==> src/rtl/alu_cmd_sequencer.sv <==
// alu_cmd_sequencer: buffers tagged ALU commands in a FIFO, issues them one at
// a time to an external combinational 8-bit ALU, captures the result one cycle
// later and returns it with tag and status flags over a valid/ready channel.
//
// Ports:
//   clk, rst_n                 clock, async active-low reset
//   cmd_valid/cmd_ready        command handshake (cmd_ready = FIFO not full)
//   cmd_a, cmd_b, cmd_op, cmd_tag  command payload
//   alu_a, alu_b, alu_opcode   registered operands/opcode to the ALU
//   alu_out                    combinational ALU result
//   rsp_valid/rsp_ready        response handshake
//   rsp_data, rsp_tag          captured result and originating tag
//   rsp_zero, rsp_err          result-is-zero, reserved-opcode flags
//   ops_done                   wrapping count of completed responses
module alu_cmd_sequencer #(
  parameter int unsigned DEPTH = 4,
  parameter int unsigned TAG_W = 4
) (
  input  logic             clk,
  input  logic             rst_n,
  input  logic             cmd_valid,
  output logic             cmd_ready,
  input  logic [7:0]       cmd_a,
  input  logic [7:0]       cmd_b,
  input  logic [2:0]       cmd_op,
  input  logic [TAG_W-1:0] cmd_tag,
  output logic [7:0]       alu_a,
  output logic [7:0]       alu_b,
  output logic [2:0]       alu_opcode,
  input  logic [7:0]       alu_out,
  output logic             rsp_valid,
  input  logic             rsp_ready,
  output logic [7:0]       rsp_data,
  output logic [TAG_W-1:0] rsp_tag,
  output logic             rsp_zero,
  output logic             rsp_err,
  output logic [15:0]      ops_done
);

  localparam int unsigned PTR_W  = $clog2(DEPTH);
  localparam int unsigned CNT_W  = PTR_W + 1;
  localparam logic [2:0]  OP_RSV = 3'b111;

  typedef struct packed {
    logic [7:0]       a;
    logic [7:0]       b;
    logic [2:0]       op;
    logic [TAG_W-1:0] tag;
  } cmd_t;

  typedef enum logic [1:0] {
    IDLE    = 2'd0,
    ISSUE   = 2'd1,
    RESPOND = 2'd2
  } state_t;

  cmd_t             mem [DEPTH];
  logic [PTR_W-1:0] wr_ptr_q, rd_ptr_q;
  logic [CNT_W-1:0] count_q, count_d;
  state_t           state_q, state_d;
  logic [TAG_W-1:0] tag_q, tag_d;
  logic             err_q, err_d;

  logic [7:0]       alu_a_d, alu_b_d, rsp_data_d;
  logic [2:0]       alu_opcode_d;
  logic [TAG_W-1:0] rsp_tag_d;
  logic             rsp_valid_d, rsp_zero_d, rsp_err_d, cmd_ready_d;
  logic [15:0]      ops_done_d;

  logic push_c, pop_c, empty_c, hs_c;
  cmd_t head_c;

  assign push_c  = cmd_valid && cmd_ready;
  assign empty_c = (count_q == '0);
  assign hs_c    = rsp_valid && rsp_ready;
  assign head_c  = mem[rd_ptr_q];

  // FIFO storage; no reset needed, occupancy is tracked by count_q
  always_ff @(posedge clk) begin
    if (push_c) mem[wr_ptr_q] <= cmd_t'{a: cmd_a, b: cmd_b, op: cmd_op, tag: cmd_tag};
  end

  // Next-state, pop decision and next values of all registered outputs
  always_comb begin
    state_d      = state_q;
    pop_c        = 1'b0;
    alu_a_d      = alu_a;
    alu_b_d      = alu_b;
    alu_opcode_d = alu_opcode;
    tag_d        = tag_q;
    err_d        = err_q;
    rsp_valid_d  = rsp_valid;
    rsp_data_d   = rsp_data;
    rsp_tag_d    = rsp_tag;
    rsp_zero_d   = rsp_zero;
    rsp_err_d    = rsp_err;
    ops_done_d   = ops_done;

    case (state_q)
      IDLE: begin
        if (!empty_c) begin
          pop_c   = 1'b1;
          state_d = ISSUE;
        end
      end
      ISSUE: begin
        rsp_valid_d = 1'b1;
        rsp_data_d  = alu_out;
        rsp_zero_d  = (alu_out == 8'h00);
        rsp_tag_d   = tag_q;
        rsp_err_d   = err_q;
        state_d     = RESPOND;
      end
      RESPOND: begin
        if (hs_c) begin
          ops_done_d  = ops_done + 16'd1;
          rsp_valid_d = 1'b0;
          if (!empty_c) begin
            pop_c   = 1'b1;
            state_d = ISSUE;
          end else begin
            state_d = IDLE;
          end
        end
      end
      default: state_d = IDLE;
    endcase

    // Popped command goes straight onto the ALU inputs
    if (pop_c) begin
      alu_a_d      = head_c.a;
      alu_b_d      = head_c.b;
      alu_opcode_d = head_c.op;
      tag_d        = head_c.tag;
      err_d        = (head_c.op == OP_RSV);
    end
  end

  // Occupancy and registered ready derived from post-edge occupancy
  always_comb begin
    count_d = count_q;
    case ({push_c, pop_c})
      2'b10:   count_d = count_q + CNT_W'(1);
      2'b01:   count_d = count_q - CNT_W'(1);
      default: count_d = count_q;
    endcase
    cmd_ready_d = (count_d != CNT_W'(DEPTH));
  end

  // State and output registers
  always_ff @(posedge clk or negedge rst_n) begin
    if (!rst_n) begin
      state_q    <= IDLE;
      wr_ptr_q   <= '0;
      rd_ptr_q   <= '0;
      count_q    <= '0;
      cmd_ready  <= 1'b0;
      tag_q      <= '0;
      err_q      <= 1'b0;
      alu_a      <= 8'h00;
      alu_b      <= 8'h00;
      alu_opcode <= OP_RSV;
      rsp_valid  <= 1'b0;
      rsp_data   <= 8'h00;
      rsp_tag    <= '0;
      rsp_zero   <= 1'b0;
      rsp_err    <= 1'b0;
      ops_done   <= 16'h0000;
    end else begin
      state_q    <= state_d;
      if (push_c) wr_ptr_q <= wr_ptr_q + PTR_W'(1);
      if (pop_c)  rd_ptr_q <= rd_ptr_q + PTR_W'(1);
      count_q    <= count_d;
      cmd_ready  <= cmd_ready_d;
      tag_q      <= tag_d;
      err_q      <= err_d;
      alu_a      <= alu_a_d;
      alu_b      <= alu_b_d;
      alu_opcode <= alu_opcode_d;
      rsp_valid  <= rsp_valid_d;
      rsp_data   <= rsp_data_d;
      rsp_tag    <= rsp_tag_d;
      rsp_zero   <= rsp_zero_d;
      rsp_err    <= rsp_err_d;
      ops_done   <= ops_done_d;
    end
  end

endmodule

==> config.mk <==
export PLATFORM = sky130hd
export DESIGN_NAME = alu_cmd_sequencer
export DESIGN_NICKNAME = d
export VERILOG_FILES = /design/src/rtl/alu_cmd_sequencer.sv
export SDC_FILE = /design/constraint.sdc
export NUM_CORES = 1
export LEC_CHECK = 0
export CELL_PAD_IN_SITES_DETAIL_PLACEMENT = 0
export CELL_PAD_IN_SITES_GLOBAL_PLACEMENT = 2
export CORE_MARGIN = 3
export CORE_UTILIZATION = 30
export DETAILED_ROUTE_END_ITERATION = 6
export PLACE_DENSITY = 0.59
export SYNTH_ARGS = -nofsm -noshare
export SYNTH_HDL_FRONTEND = slang
export SYNTH_SLANG_ARGS = --single-unit
==> constraint.sdc <==
create_clock -name clk -period 2.75 [get_ports clk]
set_clock_uncertainty 0.1 [all_clocks]
set_input_delay 0.55 -clock clk [delete_from_list [all_inputs] [get_ports clk]]
set_output_delay 0.55 -clock clk [all_outputs]
set_load 0.02 [all_outputs]
### After elaboration in Yosys (flattened, before gate mapping)

Memory sizes are Yosys's and may differ from the RTL's.
Cells that the tools add are included.

* input port bits: 35
* register bits after elaboration: 65
* logic and storage cells: 51
* bits in writable memories: 92
* memories: 1

* mux-type cells: 12
* reductions and logical operators: 9
* equality and inequality tests: 8
* $add $sub $neg: 5

Memory list
* mem: words 4, bits a word 23, read ports 1, clocked after Yosys merged registers in 0, write ports 1, line 57 `cmd_t mem [DEPTH];`

Operator list (number)
* $add A16 B1 Y16 const B: 1
* $logic_not A8 Y1: 1
* $mux W1: 6
* $pmux W2 S3: 1
* $pmux W3 S2: 1
* $reduce_and A2 Y1: 3
* $add A2 B1 Y2 const B: 2
* $eq A2 B1 Y1 const B: 2
* $eq A2 B2 Y1 const B: 2
* $mux W2: 2
* $ne A2 B2 Y1 const B: 2
* $pmux W1 S2: 2
* $add A3 B1 Y3 const B: 1
* $eq A3 B3 Y1 const B: 1
* $logic_not A3 Y1: 1
* $ne A3 B3 Y1 const B: 1
* $sub A3 B1 Y3 const B: 1
* $logic_and A1 B1 Y1: 2
* $logic_not A2 Y1: 1
* $reduce_bool A2 Y1: 1

### Logic depth before layout (Yosys ltp)

* word-level depth: 7
* mapped depth: 10
* mapped depth without buffers: 9

### Least setup slack after synthesis

OpenSTA, ideal clock, no wires.

* path kind: input-to-reg
* start: input rsp_ready
* end: register cmd_ready
* path slack: 0.135 ns
* arrival: 2.391 ns
* path buffers: 1
* library setup time: 0.124 ns
* stages: 10
* required time: 2.526 ns
* cell sequence: nand2_1 > a211oi_4 > buf_6 > ha_1 > inv_1 > fa_1 > xor2_1 > nor2_1 > xor2_1 > nand2_1

* cells in the longest elaborated chain, start to end: 6

RTL lines
* from (decl): line 32 `input logic rsp_ready,`
* $logic_and A1 B1 Y1 (*): line 75 `assign hs_c = rsp_valid && rsp_ready;`
* $mux W1 (*): line 115 `if (hs_c) begin`
* $pmux W1 S2 (*): line 99 `case (state_q)`
* via pop_c: line 70 `logic push_c, pop_c, empty_c, hs_c;`
* $eq A2 B1 Y1 / $eq A2 B2 Y1 (equally long branches): line 142 `case ({push_c, pop_c})`
* $pmux W3 S2 (*): line 142
* via count_d[2]: line 59 `logic [CNT_W-1:0] count_q, count_d;`
* $ne A3 B3 Y1 (*): line 147 `cmd_ready_d = (count_d != CNT_W'(DEPTH));`
* via cmd_ready_d: line 67 `logic rsp_valid_d, rsp_zero_d, rsp_err_d, cmd_ready_d;`
* to (signal assigned): line 174 `cmd_ready <= cmd_ready_d;`
* to (decl): line 22 `output logic cmd_ready,`

The timed path passes the listed nets; every way through them passes the cells marked *.
A chain may end at the register's enable or synchronous reset.

### Final worst setup path

* start: input rsp_ready
* end: register cmd_ready

* cells in the longest elaborated chain, start to end: 6

RTL lines (line)
* $logic_and A1 B1 Y1 (*): 75
* $mux W1 (*): 115
* $pmux W1 S2 (*): 99
* $eq A2 B1 Y1 / $eq A2 B2 Y1 (equally long branches): 142
* $pmux W3 S2 (*): 142
* via count_d[2]: 59
* $ne A3 B3 Y1 (*): 147
* via cmd_ready_d: 67

Marked as above.

==> out/qor.yml <==
power_and_ir_drop:
  power.share.switching: 0.302
  total_switching_power_w: 0.00264
  ir_drop_mv: 0.510
  p_int_w: 0.00611
  clock_power_share: 0.265
  power.density_cell_area_mw_per_mm2: 1120
  power_frac_seq: 0.409
  share_comb_of_total_power: 0.326
  power.leakage_nw: 2.88
global_routing:
  grt_pass1_wl_mm: 18.3
  grt_antenna_before_repair: 0
  first_global_vias: 3356
  grt_max_degree: 63
  grt_remaining_overflow: 0
  track_usage: 0.112
drt:
  route.layer.met1.wl_mm: 5.24
  drt_drc_violations_left: 0
  initialDrtViolationCount: 133
  met2_wirelength_mm: 5.67
  routedWlPerCell_um: 16.5
  detailroute.wirelength.met3_um: 478
  highest-signal-layer: "met4"
  drt.antenna.violating_nets: 0
  wl_mm: 11.5
  drt_first_pass_iters: 4
  vias: 3083
  vias_per_cell: 4.40
floorplanning:
  initial_core_util: 0.307
  floorplan.rows: 51
  core-area_mm2: 0.0196
  floorplan.die_area_mm2: 0.0218
  design.portCount: 86
  die_height_um: 148
  die_w_um: 148
finish:
  final_area_mm2: 0.00781
  nNetsFinal: 464
  fraction_of_layout_cells_with_a_size_suffix_above_1: 0.246
  final-instance-count-excl-fill: 700
  antenna_cells: 0
  flow.area_growth_from_synthesis_pct: 30.0
synthesis:
  yosysWarnings: 0
  synth_fp_nets: 359
  yosys_register_bits: 157
  synthDistinctLibCells: 35
  synth.yosys.seq_area_share: 0.731
  postSynthAreaPerCell_um2: 18.9
  synth_area_mm2: 0.00601
  post_synth_inst_count: 317
clock_tree:
  cts.hold.buffers_added: 0
  cts-buffers-inserted: 17
  clk_path_buf_depth: 2
  clk_latency_ns: 0.41
  post-cts-setup-buffer-count: 0
  clock-root-buffer: "clkbuf_16"
  gates_resized_cts_repair: 0
  htree_levels: 4
  clock_sink_count: 157
  clk_transition_reported_paths_ns: 0.06
  cts_tree: "done"
timing:
  achievable-frequency_mhz: 414
  slew_headroom: 0.425
  setup-violations-final: 0
  worst_pin_slew_ns: 0.862
  min_period_over_period: 0.878
  timing_hold_violations_final: 0
  unrepaired_setup_endpoints_after_global_routing: "no"
  fin_setup_tns_ns: 0
  layout_min_cycle_time_ns: 2.41
  slew_viol_final: 0
critical_path:
  critical_path.max_fanout: 2
  worst_setup_sp_type: "input port"
  end_kind: "flip-flop"
  critical_path_arrival_ns: 2.60
  critical-path-slowest-cell: "clkdlybuf4s50_1"
  worst_path_largest_cell_delay_ns: 0.51
  critical_path.cell_chain: "clkdlybuf4s50_1, nand2_1, a211oi_4, ha_1, inv_1, fa_1, xor2_1, nor2_1, xor2_1, nand2_1"
  worstPathRequired_ns: 2.94
  critPathKind: "input port to flip-flop"
run_status:
  status: "finished clean"
place:
  gpl.final_weighted_congestion: 0.696
  hpwlAfterDp_mm: 7.17
  detailed_place.area_mm2: 0.00722
  numPlacedInstances: 668
  place.port_buffers: 85
run:
  max-cap-violations: 0
worst_hold_path:
  hold_path.class: "input port to asynchronous set/reset pin"
[final cells by class]
cell class | instances | area (um2)
clock buffer | 21 | 460
multi-input combinational | 143 | 1520
clock inverter | 11 | 130
inverter | 7 | 26.3
sequential | 157 | 4390
fill | 1842 | 11800
timing repair buffer | 96 | 943
tap | 265 | 332
[Yosys cell counts]
master	instances	area share
buf_2	3	0.0025
nand4_1	3	0.0031
buf_1	1	0.00062
ha_1	6	0.012
nor4_1	2	0.0021
xnor2_1	14	0.020
or2_2	1	0.0010
dfrtp_1	62	0.26
nand2b_1	1	0.0010
nand2_1	22	0.014
and4_1	2	0.0029
o21ai_0	4	0.0033
clkbuf_1	1	0.00062
dfstp_2	3	0.013
nand4b_2	1	0.0025
nor2_1	4	0.0025
mux2_1	1	0.0019
nand3_1	3	0.0025
xor2_1	7	0.010
a211oi_1	1	0.0013
nor3b_1	1	0.0013
and3_1	6	0.0062
mux2_2	34	0.064
o22ai_1	1	0.0010
buf_4	3	0.0037
a211oi_4	1	0.0033
nor3_2	1	0.0017
fa_1	1	0.0033
mux4_2	23	0.086
nor3_1	1	0.00083
edfxtp_1	92	0.46
inv_1	7	0.0044
nor3_4	1	0.0027
buf_6	2	0.0037
mux2i_1	1	0.0017
[per-stage QoR]
stage | util | total power, W | hold WS [ns] | worst slack [ns]
after floorplan | - | 0.00544 | 0.154 | 0.135
after global placement | 0.368 | 0.00652 | 0.364 | -0.0595
after detailed placement | 0.368 | 0.00657 | 0.379 | -0.0865
after CTS | 0.398 | 0.00892 | 0.180 | 0.324
after global routing | 0.398 | 0.00925 | 0.218 | 0.170
final | 0.398 | 0.00874 | 0.133 | 0.336
[per-layer routing]
metal / GRT usage / up-vias
li1: - / 1413
met1: 0.143 / 1586
met3: 0.0359 / 13
met5: 0 / -
met2: 0.181 / 71
met4: 0.0377 / 0
[final timing paths]
path	endpoint	start	slack [ns]	depth (start not counted)
worst max-delay path	cmd_ready	rsp_ready	0.34	10
worst min-delay path	ops_done[6]	rst_n	0.13	1
worst max register to register	cmd_ready	rsp_valid	0.56	9
worst min register to register	alu_opcode[2]	alu_opcode[2]	0.39	2
max in group asynchronous	rsp_tag[0]	rst_n	1.77	2
min in group clk	alu_opcode[2]	alu_opcode[2]	0.39	2
[placed cells by master (no fill, tap or decap), types with 6 or more instances in the layout]
master           count
dfrtp_1             61
clkdlybuf4s50_1     84
inv_1                7
and3_1               6
clkbuf_16           17
edfxtp_1            92
mux4_2              23
mux2_2              34
nand2_1             22
buf_4               11
xor2_1               7
ha_1                 6
xnor2_1             14
[logic make-up after synthesis]
kind of cell,Yosys count,synth area share
buffers and inverters,17,0.0156
muxes,59,0.154
DFF,157,0.731
xor gates and xnor gates,21,0.0306
and+or+nand+nor,49,0.0442
adders and majority gates,7,0.0158
AOI/OAI and AO/OA,7,0.00896
[registers in the layout, summed over array words and instances, names as in the netlist]
| signal | cells |
|---|---|
| err_q | 1 |
| cmd_ready | 1 |
| rd_ptr_q | 2 |
| tag_q | 4 |
| rsp_valid | 1 |
| alu_b | 8 |
| rsp_zero | 1 |
| wr_ptr_q | 2 |
| count_q | 3 |
| alu_opcode | 3 |
| state_q | 2 |
| mem | 92 |
| rsp_err | 1 |
| ops_done | 16 |
| rsp_data | 8 |
| alu_a | 8 |
| rsp_tag | 4 |
[worst max-delay path, delay by kind of cell]
kind | cells | cell delay, ns
adders and majority gates | 2 | 0.57
buffers and inverters | 2 | 0.56
and+or+nand+nor | 3 | 0.31
xor gates and xnor gates | 2 | 0.34
AOI/OAI and AO/OA | 1 | 0.28
[power by group through the flow]
stage | logic, W | registers (W) | clock network [W]
3_5_place_dp | 0.00294 | 0.00363 | 0
3_3_place_gp | 0.00290 | 0.00362 | 0
5_1_grt | 0.00311 | 0.00366 | 0.00249
4_1_cts | 0.00294 | 0.00359 | 0.00238
2_1_floorplan | 0.00161 | 0.00383 | 0
6_report | 0.00285 | 0.00357 | 0.00232
Note: power is estimated with default switching activity, not from simulation.
